<file path="config.mk">
export PLATFORM = sky130hd
export DESIGN_NAME = mc_ctrl
export DESIGN_NICKNAME = d
export VERILOG_FILES = /design/src/rtl/mc_ctrl.sv
export SDC_FILE = /design/constraint.sdc
export NUM_CORES = 1
export LEC_CHECK = 0
export BUFFER_PORTS_ARGS = -buffer_cell sky130_fd_sc_hd__buf_4
export CAP_MARGIN = 15
export CELL_PAD_IN_SITES_DETAIL_PLACEMENT = 2
export CELL_PAD_IN_SITES_GLOBAL_PLACEMENT = 2
export CORE_UTILIZATION = 25
export DETAILED_ROUTE_END_ITERATION = 16
export GPL_TIMING_DRIVEN = 0
export PLACE_DENSITY = 0.79
export SETUP_SLACK_MARGIN = 0.05
export SLEW_MARGIN = 25
export SYNTH_ARGS = -nofsm -noshare
export SYNTH_HDL_FRONTEND = slang
export SYNTH_SLANG_ARGS = --single-unit
</file>
<file path="constraint.sdc">
create_clock -name clk -period 1.4 [get_ports clk]
set_input_delay 0.14 -clock clk [delete_from_list [all_inputs] [get_ports clk]]
set_output_delay 0.14 -clock clk [all_outputs]
set_load 0.02 [all_outputs]
</file>
<file path="src/rtl/mc_ctrl.sv">
// mc_ctrl: multi-cycle Moore control unit sequencing IF/ID/EX/MEM/WB for the MIPS-subset datapath.
// Optional build macro ILLEGAL_TRAP_EN: undecodable instructions trap in S_ERR instead of running as NOPs.
module mc_ctrl #(
    parameter int ST_W = 4
) (
    input  logic            clk,
    input  logic            rst,
    input  logic            run,
    input  logic [5:0]      OP,
    input  logic [5:0]      func,
    output logic            PC_Write,
    output logic            IR_Write,
    output logic            Write_Reg,
    output logic            Mem_Write,
    output logic            Set_ZF,
    output logic            Set_OF,
    output logic [2:0]      ALU_OP,
    output logic            rd_rt_s,
    output logic            imm_s,
    output logic            rt_imm_s,
    output logic            alu_mem_s,
    output logic            inst_done,
    output logic            halted,
    output logic [ST_W-1:0] state
);

    localparam logic [5:0] OP_RTYPE = 6'b000000;
    localparam logic [5:0] OP_ADDI  = 6'b001000;
    localparam logic [5:0] OP_ANDI  = 6'b001100;
    localparam logic [5:0] OP_XORI  = 6'b001110;
    localparam logic [5:0] OP_SLTIU = 6'b001011;
    localparam logic [5:0] OP_LW    = 6'b100011;
    localparam logic [5:0] OP_SW    = 6'b101011;

    localparam logic [5:0] F_ADD  = 6'b100000;
    localparam logic [5:0] F_SUB  = 6'b100010;
    localparam logic [5:0] F_AND  = 6'b100100;
    localparam logic [5:0] F_OR   = 6'b100101;
    localparam logic [5:0] F_XOR  = 6'b100110;
    localparam logic [5:0] F_NOR  = 6'b100111;
    localparam logic [5:0] F_SLTU = 6'b101011;
    localparam logic [5:0] F_SLL  = 6'b000100;

    localparam logic [2:0] ALU_AND  = 3'b000;
    localparam logic [2:0] ALU_OR   = 3'b001;
    localparam logic [2:0] ALU_XOR  = 3'b010;
    localparam logic [2:0] ALU_NOR  = 3'b011;
    localparam logic [2:0] ALU_ADD  = 3'b100;
    localparam logic [2:0] ALU_SUB  = 3'b101;
    localparam logic [2:0] ALU_SLTU = 3'b110;
    localparam logic [2:0] ALU_SLL  = 3'b111;

    typedef enum logic [ST_W-1:0] {
        S_IDLE = ST_W'(0),
        S_IF   = ST_W'(1),
        S_ID   = ST_W'(2),
        S_EX   = ST_W'(3),
        S_MEM  = ST_W'(4),
        S_WB   = ST_W'(5),
        S_ERR  = ST_W'(6)
    } state_t;

    typedef enum logic [2:0] {
        C_RTYPE,
        C_IALU,
        C_LW,
        C_SW,
        C_BAD
    } cls_t;

    // Everything latched at the end of S_ID and held for the rest of the instruction.
    typedef struct packed {
        cls_t       cls;
        logic [2:0] alu_op;
        logic       set_zf;
        logic       set_of;
        logic       rd_rt_s;
        logic       imm_s;
        logic       rt_imm_s;
        logic       alu_mem_s;
    } ctl_t;

    localparam ctl_t CTL_NOP = '{C_BAD, ALU_ADD, 1'b0, 1'b0, 1'b0, 1'b0, 1'b0, 1'b0};

    state_t state_q;
    state_t state_d;
    ctl_t   dec;
    ctl_t   ctl_q;

    // Instruction decode from the live IR fields; only sampled while in S_ID.
    always_comb begin
        // NOTE: every signal written here gets a default first, so no path leaves it unassigned and no latch is inferred.
        dec = CTL_NOP;
        case (OP)
            OP_RTYPE: begin
                dec.cls    = C_RTYPE;
                dec.set_zf = 1'b1;
                case (func)
                    F_ADD: begin
                        dec.alu_op = ALU_ADD;
                        dec.set_of = 1'b1;
                    end
                    F_SUB: begin
                        dec.alu_op = ALU_SUB;
                        dec.set_of = 1'b1;
                    end
                    F_AND:   dec.alu_op = ALU_AND;
                    F_OR:    dec.alu_op = ALU_OR;
                    F_XOR:   dec.alu_op = ALU_XOR;
                    F_NOR:   dec.alu_op = ALU_NOR;
                    F_SLTU:  dec.alu_op = ALU_SLTU;
                    F_SLL:   dec.alu_op = ALU_SLL;
                    default: dec = CTL_NOP;
                endcase
            end
            OP_ADDI, OP_ANDI, OP_XORI, OP_SLTIU: begin
                dec.cls      = C_IALU;
                dec.set_zf   = 1'b1;
                dec.rd_rt_s  = 1'b1;
                dec.rt_imm_s = 1'b1;
                case (OP)
                    OP_ADDI: begin
                        dec.alu_op = ALU_ADD;
                        dec.imm_s  = 1'b1;
                        dec.set_of = 1'b1;
                    end
                    OP_ANDI: dec.alu_op = ALU_AND;
                    OP_XORI: dec.alu_op = ALU_XOR;
                    default: dec.alu_op = ALU_SLTU;
                endcase
            end
            OP_LW: begin
                dec.cls       = C_LW;
                dec.alu_op    = ALU_ADD;
                dec.imm_s     = 1'b1;
                dec.rt_imm_s  = 1'b1;
                dec.rd_rt_s   = 1'b1;
                dec.alu_mem_s = 1'b1;
            end
            OP_SW: begin
                dec.cls      = C_SW;
                dec.alu_op   = ALU_ADD;
                dec.imm_s    = 1'b1;
                dec.rt_imm_s = 1'b1;
            end
            default: dec = CTL_NOP;
        endcase
    end

    always_ff @(posedge clk or posedge rst) begin
        if (rst) begin
            // NOTE: the control register is reset along with the state so selects and ALU_OP come up at known idle values.
            state_q <= S_IDLE;
            ctl_q   <= CTL_NOP;
        end else begin
            // NOTE: non-blocking assignments so every flop samples pre-edge values regardless of statement order.
            state_q <= state_d;
            if (state_q == S_ID) begin
                ctl_q <= dec;
            end
        end
    end

    always_comb begin
        state_d = state_q;
        case (state_q)
            S_IDLE: state_d = run ? S_IF : S_IDLE;
            S_IF:   state_d = S_ID;
            S_ID: begin
                if (dec.cls == C_BAD) begin
`ifdef ILLEGAL_TRAP_EN
                    state_d = S_ERR;
`else
                    state_d = S_WB;
`endif
                end else begin
                    state_d = S_EX;
                end
            end
            S_EX:   state_d = (ctl_q.cls == C_LW || ctl_q.cls == C_SW) ? S_MEM : S_WB;
            S_MEM: begin
                if (ctl_q.cls == C_SW) begin
                    state_d = run ? S_IF : S_IDLE;
                end else begin
                    state_d = S_WB;
                end
            end
            S_WB:   state_d = run ? S_IF : S_IDLE;
            S_ERR:  state_d = S_ERR;
            default: state_d = S_IDLE;
        endcase
    end

    // Moore strobes: a function of the current state and the latched class only.
    always_comb begin
        PC_Write  = 1'b0;
        IR_Write  = 1'b0;
        Write_Reg = 1'b0;
        Mem_Write = 1'b0;
        Set_ZF    = 1'b0;
        Set_OF    = 1'b0;
        inst_done = 1'b0;
        case (state_q)
            S_IF: begin
                PC_Write = 1'b1;
                IR_Write = 1'b1;
            end
            S_EX: begin
                Set_ZF = ctl_q.set_zf;
                Set_OF = ctl_q.set_of;
            end
            S_MEM: begin
                if (ctl_q.cls == C_SW) begin
                    Mem_Write = 1'b1;
                    inst_done = 1'b1;
                end
            end
            S_WB: begin
                Write_Reg = (ctl_q.cls != C_BAD);
                inst_done = 1'b1;
            end
            default: ;
        endcase
    end

    assign ALU_OP    = ctl_q.alu_op;
    assign rd_rt_s   = ctl_q.rd_rt_s;
    assign imm_s     = ctl_q.imm_s;
    assign rt_imm_s  = ctl_q.rt_imm_s;
    assign alu_mem_s = ctl_q.alu_mem_s;
    assign halted    = (state_q == S_IDLE);
    assign state     = state_q;

endmodule

</file>
==> results.cfg, run 1 <==
[sta]
hold_ws_ps = 122
period_needed_ps = 1440
rsz0062_at_grt = yes
fin_ws_ps = -42.2
slew_viol_final = 0
max_freq_mhz = 693
tightestPinTransition_ps = 596
fin_skew_ps = 3.15
final.period_utilization_pct = 103
setup_violations = 7
max_slew_margin_pct = 60.2
hold_viol = 0

[routing]
ant_nets = 0
dr.first_iter.drc_count = 17
drcViolationCount = 0
vias = 1115
vias_per_cell = 5.00
drt_wl_total_um = 3890
drt-pass1-iter-count = 4
wire_per_inst_um = 17.5

[layout]
final_net_count = 191
fin_cells = 223
syn2layout_area_growth_pct = 69.2
fin_area_sq_um = 1690
drive_gt1_share_pct = 52.6
antenna_cells = 0

[critical_path]
r2r-start = state[0]
required_ps = 1260
reg2regPathDepth = 5
crit_path_top_delay_cell = dfrtp_1
cp-end-kind = primary output
critPathKind = flop to primary output
rr_endpoint = ALU_OP[1]
crit_fanout = 4
path_buf_inv = 2
startpoint = state[1]
rrSetupSlack_ps = -10
cp-start-kind = flop
crit_cells = 4
critical-path-top-delay-family = flip-flops
arrival_ps = 1300
endpoint = Write_Reg
max_stage_delay_ps = 400
path_cells = buf_6 -> nand2b_4 -> a211oi_2 -> buf_4

[outcome]
violations = setup timing
outcome = finished, violations left

[place]
place_ws_ps = -33.6
dp.cells = 198
gp_congestion = 0.805
dp_hpwl_um = 2360
portBuffers = 31
dpl-instance-area_sq_um = 1320

[floorplanning]
die-area_sq_um = 4250
initial_core_util_pct = 26.7
io_pins = 34
core_sq_um = 3740
die_height_um = 65.2
rows = 22
die_x_um = 65.2

[logic_synthesis]
async_reset_ff_share_pct = 100
post_synth_instance_area_sq_um = 998
syn-mean-instance-area_sq_um = 8.39
mappedNetlistNets = 134
ys_seq_area_share_pct = 37.8
ys.warnings.count = 0
synthCells = 119
synth-edff-count = 0
synthFlopType = dfrtp_1
ys_types = 40
synth-seq-cells = 15

[grt]
gr-usage-all-layers_pct = 18.7
grt_pass1_wl_um = 5890
grt_start_max_net_pins = 16
grt_pass1_vias = 1181
grt_antenna_before_repair = 0
grt.overflow.total = 0

[clocking]
clk_path_buf_depth = 2
tritoncts = done
clkTransAtPathRegs_ps = 70
ctsHtreeMaxLevel = 1
clk_latency_ps = 260
clock-sinks = 15
cts_buffers = 3
ctsRootBufferMaster = clkbuf_8

[power]
p_leak_uw = 0.000798
p_per_area_nw_per_um2 = 2000
vdd_ir_drop_max_mv = 0.468

[flow_run]
maxCapViolations = 0

[worst_hold_path]
hold_class = input port to flop
-- cells in the mapped netlist, drive strengths merged, types with 4 or more instances --
master | number | area, sq um
buf | 9 | 68.8
nor2 | 7 | 26.3
dfrtp | 13 | 325
nand2b | 4 | 25.0
nor3 | 4 | 25.0
o21ai | 9 | 48.8
nor2b | 4 | 32.5
nand2 | 18 | 67.6
inv | 5 | 18.8
a21oi | 9 | 52.6
-- power by group --
group          switching (uW)  internal, uW  total [uW]
Sequential                159           649         808
Combinational            1070          1140        2210
Clock                     168           198         366
Total                    1400          1990        3380
-- cells in the final DEF, fill, tap and decap left out, types with 2 or more instances in the layout --
cell type	netlist	routed
nand2_1	18	16
a31oi_1	3	3
o22a_1	2	2
nand4_1	3	3
nor2b_4	1	2
nor3_2	1	2
and3_1	3	2
buf_6	1	9
o31ai_1	3	2
o211ai_1	3	3
nor3_4	0	2
inv_1	5	4
nand2b_1	4	3
nor2b_1	3	2
buf_4	7	48
dfstp_2	2	2
dfrtp_1	13	12
o21ai_0	8	8
a21oi_2	2	2
nor2_1	7	5
clkbuf_8	0	3
a21oi_1	7	7
buf_8	0	2
-- cell families (layout without fill, tap and decap cells) --
| family | count (synthesis) | count (layout) | share of synthesized area, % |
|---|---|---|---|
| AND/OR/NAND/NOR | 49 | 49 | 25.3 |
| AO/OA/AOI/OAI | 34 | 34 | 22.3 |
| flip-flops | 15 | 15 | 37.8 |
| buffers and inverters | 15 | 71 | 9.15 |
| multiplexers | 3 | 3 | 3.26 |
| XOR/XNOR | 2 | 2 | 1.75 |
| other | 1 | 1 | 0.376 |
-- state kept, by name, indices dropped and copies added, names as in the netlist --
register / count
state: 3
imm_s: 1
rd_rt_s: 1
ctl_q: 5
alu_mem_s: 1
rt_imm_s: 1
ALU_OP: 3
-- timing repair --
action | CTS | global route
pin swaps | 6 | 2
cloned | 0 | 1
setup endpoints to repair | 16 | 18
hold buffers | 1 | 0
setup buffers | 14 | 5
gates resized for setup | 18 | 14
endpoints found under the hold margin | 13 | 0
-- worst min-delay path by stage --
stage           from        end  depth (start not counted)  slack, ps
2_1_floorplan    rst  ALU_OP[0]                          1         40
6_report       OP[3]  alu_mem_s                          2        120
3_5_place_dp     rst   state[1]                          2        260
4_1_cts        OP[3]  alu_mem_s                          2        120
5_1_grt        OP[3]  alu_mem_s                          2        130
3_3_place_gp     rst  ALU_OP[1]                          2        240
-- routing by layer --
metal | vias up | wire, um | GRT usage, %
li1 | 526 | - | -
met1 | 557 | 1520 | 20.9
met2 | 28 | 2200 | 34.5
met3 | 4 | 110 | 2.08
met4 | 0 | 65 | 9.78
met5 | - | 0 | 0
-- stage by stage --
stage                     utilization [%]  TNS [ps]  total power (uW)
after floorplan                         -         0              1680
after global placement               35.2     -10.4              2140
after detailed placement             35.2     -73.4              2210
after CTS                            41.7     -88.9              3030
after global routing                 45.1      -636              3600
final                                45.1      -138              3380
-- worst reg2reg max path, cell delays in order, from the launching register on --
cell	delay (ps)
dfrtp_2	430
buf_4	150
nor2_4	110
and2_4	160
buf_8	120
mux2_2	330
-- final cells by class --
| type | instances | area (sq um) |
|---|---|---|
| Tap cell | 48 | 60.1 |
| Multi-Input combinational cell | 89 | 634 |
| Timing Repair Buffer | 52 | 449 |
| Sequential cell | 15 | 379 |
| Inverter | 5 | 22.5 |
| Clock buffer | 3 | 41.3 |
| Buffer | 10 | 97.6 |
| Clock inverter | 1 | 5.00 |
| Fill cell | 418 | 2050 |
No activity file was read; power rests on OpenSTA's default activity.
==> run 2, diff against run 1 <==
--- a/config.mk
+++ b/config.mk
@@ -7,12 +7,12 @@
 export LEC_CHECK = 0
 export BUFFER_PORTS_ARGS = -buffer_cell sky130_fd_sc_hd__buf_4
 export CAP_MARGIN = 15
-export CELL_PAD_IN_SITES_DETAIL_PLACEMENT = 2
-export CELL_PAD_IN_SITES_GLOBAL_PLACEMENT = 2
-export CORE_UTILIZATION = 25
+export CELL_PAD_IN_SITES_DETAIL_PLACEMENT = 0
+export CELL_PAD_IN_SITES_GLOBAL_PLACEMENT = 1
+export CORE_UTILIZATION = 32
 export DETAILED_ROUTE_END_ITERATION = 16
 export GPL_TIMING_DRIVEN = 0
-export PLACE_DENSITY = 0.79
+export PLACE_DENSITY = 0.8
 export SETUP_SLACK_MARGIN = 0.05
 export SLEW_MARGIN = 25
 export SYNTH_ARGS = -nofsm -noshare
==> results.cfg, run 2 (synthesized netlist as in run 1, its figures left out) <==
[critical_path]
rr_endpoint = alu_mem_s
startpoint = state[1]
critPathKind = flop to primary output
cp-end-kind = primary output
crit_fanout = 5
cp-start-kind = flop
reg2regPathDepth = 5
arrival_ps = 1290
required_ps = 1260
rrSetupSlack_ps = 40
r2r-start = state[0]

[layout]
largest_register_ffs = 5
regMostFlops = ctl_q
final_cell_mix = buf_4, nand2_1, dfrtp_1
nFillCells = 277
fin_area_sq_um = 1550
antenna_cells = 0
drive_gt1_share_pct = 50.3
mostFrequentLayoutCell = buf_4
syn2layout_area_growth_pct = 55.4
fin_cells = 200
final_net_count = 185

[grt]
grt_antenna_before_repair = 0
grt_start_max_net_pins = 16
grt.overflow.total = 0
gr-usage-all-layers_pct = 16.4
grt_pass1_vias = 937
grt_pass1_wl_um = 4210

[clocking]
ctsRootBufferMaster = clkbuf_4
clk_latency_ps = 290
clk_path_buf_depth = 2
ctsHtreeMaxLevel = 1
clock-sinks = 15
cts_buffers = 3
clkTransAtPathRegs_ps = 90
tritoncts = done

[place]
gp_congestion = 0.792
dpl-instance-area_sq_um = 1300
dp.cells = 181
portBuffers = 31
dp_hpwl_um = 1800

[power]
pwr-share-seq_pct = 26.3
intPower_uw = 1740
comb_power_share_pct = 64.8
vdd_ir_drop_max_mv = 0.551
swShare_pct = 40.7
clkPwrFrac_pct = 8.9
p_per_area_nw_per_um2 = 1900
switching_power_uw = 1200
p_leak_uw = 0.000726

[sta]
period_needed_ps = 1430
setup_violations = 4
hold_viol = 0
max_slew_margin_pct = 61.0
fin_skew_ps = 1.32
slew_viol_final = 0
tightestPinTransition_ps = 584
fin_ws_ps = -34.4
hold_ws_ps = 74.4
rsz0062_at_grt = yes
max_freq_mhz = 697
final.period_utilization_pct = 102

[routing]
drcViolationCount = 2
drt_wl_total_um = 2560
dr.first_iter.drc_count = 27
ant_nets = 0
wire_per_inst_um = 12.8
vias = 1016
vias_per_cell = 5.08
drt-pass1-iter-count = 12

[floorplanning]
initial_core_util_pct = 35.0
rows = 19
die_height_um = 57.9
die-area_sq_um = 3350
core_sq_um = 2850
io_pins = 34
die_x_um = 57.9

[worst_hold_path]
min_to = ALU_OP[0]
hold_class = input port to flop
hp-start = func[3]
min_path_cells = 2

[flow_run]
maxCapViolations = 0

[outcome]
outcome = finished, violations left
violations = DRC, setup timing
## run 2: cell count changes in the layout (fill, tap and decap cells not counted), sizes merged
cell and delta:
buf -6, clkbuf +1, clkinv -1, clkinvlp -1, inv +1
## run 2: final cells by class
class / instances / area [sq um] / area share (%)
Clock buffer: 4 / 26.3 / 1.69
Sequential cell: 15 / 379 / 24.4
Multi-Input combinational cell: 89 / 619 / 39.9
Tap cell: 31 / 38.8 / 2.50
Buffer: 9 / 75.1 / 4.84
Inverter: 5 / 18.8 / 1.21
Timing Repair Buffer: 47 / 394 / 25.4
## run 2: per-layer routing
layer | GRT usage [%] | vias to the layer above | part of all wire (%)
met2 | 28.1 | 29 | 48
met5 | 0 | - | 0
li1 | - | 514 | -
met3 | 2.46 | 5 | 4.6
met1 | 20.8 | 468 | 45
met4 | 6.12 | 0 | 1.5
## run 2: worst max-delay path by stage
stage                           end  slack, ps  cells after the start
after floorplan            PC_Write         10                      3
after global placement     state[2]         10                      6
after detailed placement   state[2]          5                      6
after CTS                 Write_Reg        -20                      4
after global routing      Write_Reg        -50                      4
final                     Write_Reg        -30                      4
## run 2: power groups by stage
stage | logic [uW] | registers [uW] | clock network (uW)
floorplan | 780 | 899 | 0
global placement | 1320 | 801 | 0
detailed placement | 1350 | 808 | 0
CTS | 1800 | 773 | 260
global route | 2050 | 798 | 272
finish | 1910 | 775 | 261
## run 2: worst max-delay path, cell delays in order, from the launching register on
cell,delay (ps)
dfrtp_1,400
buf_6,140
nand2b_4,150
a211oi_2,150
buf_4,170
## run 2: stage by stage
| step | setup WS, ps | power, uW | util, % | setup TNS (ps) |
|---|---|---|---|---|
| final | -34.4 | 2940 | 54.4 | -48.5 |
| after global routing | -54.3 | 3120 | 54.4 | -420 |
| after CTS | -21.0 | 2830 | 53.3 | -44.3 |
| after detailed placement | 4.87 | 2150 | 45.4 | 0 |
| after global placement | 9.55 | 2120 | 45.4 | 0 |
| after floorplan | 11.3 | 1680 | - | 0 |
## run 2: repair_timing
action                     in CTS  in global routing
hold endpoints to repair       13                  0
cloned                          0                  0
hold buffers                    1                  0
setup endpoints to repair      13                 17
setup buffers                  12                  3
pin swaps                       5                  5
gates resized for setup        24                  4
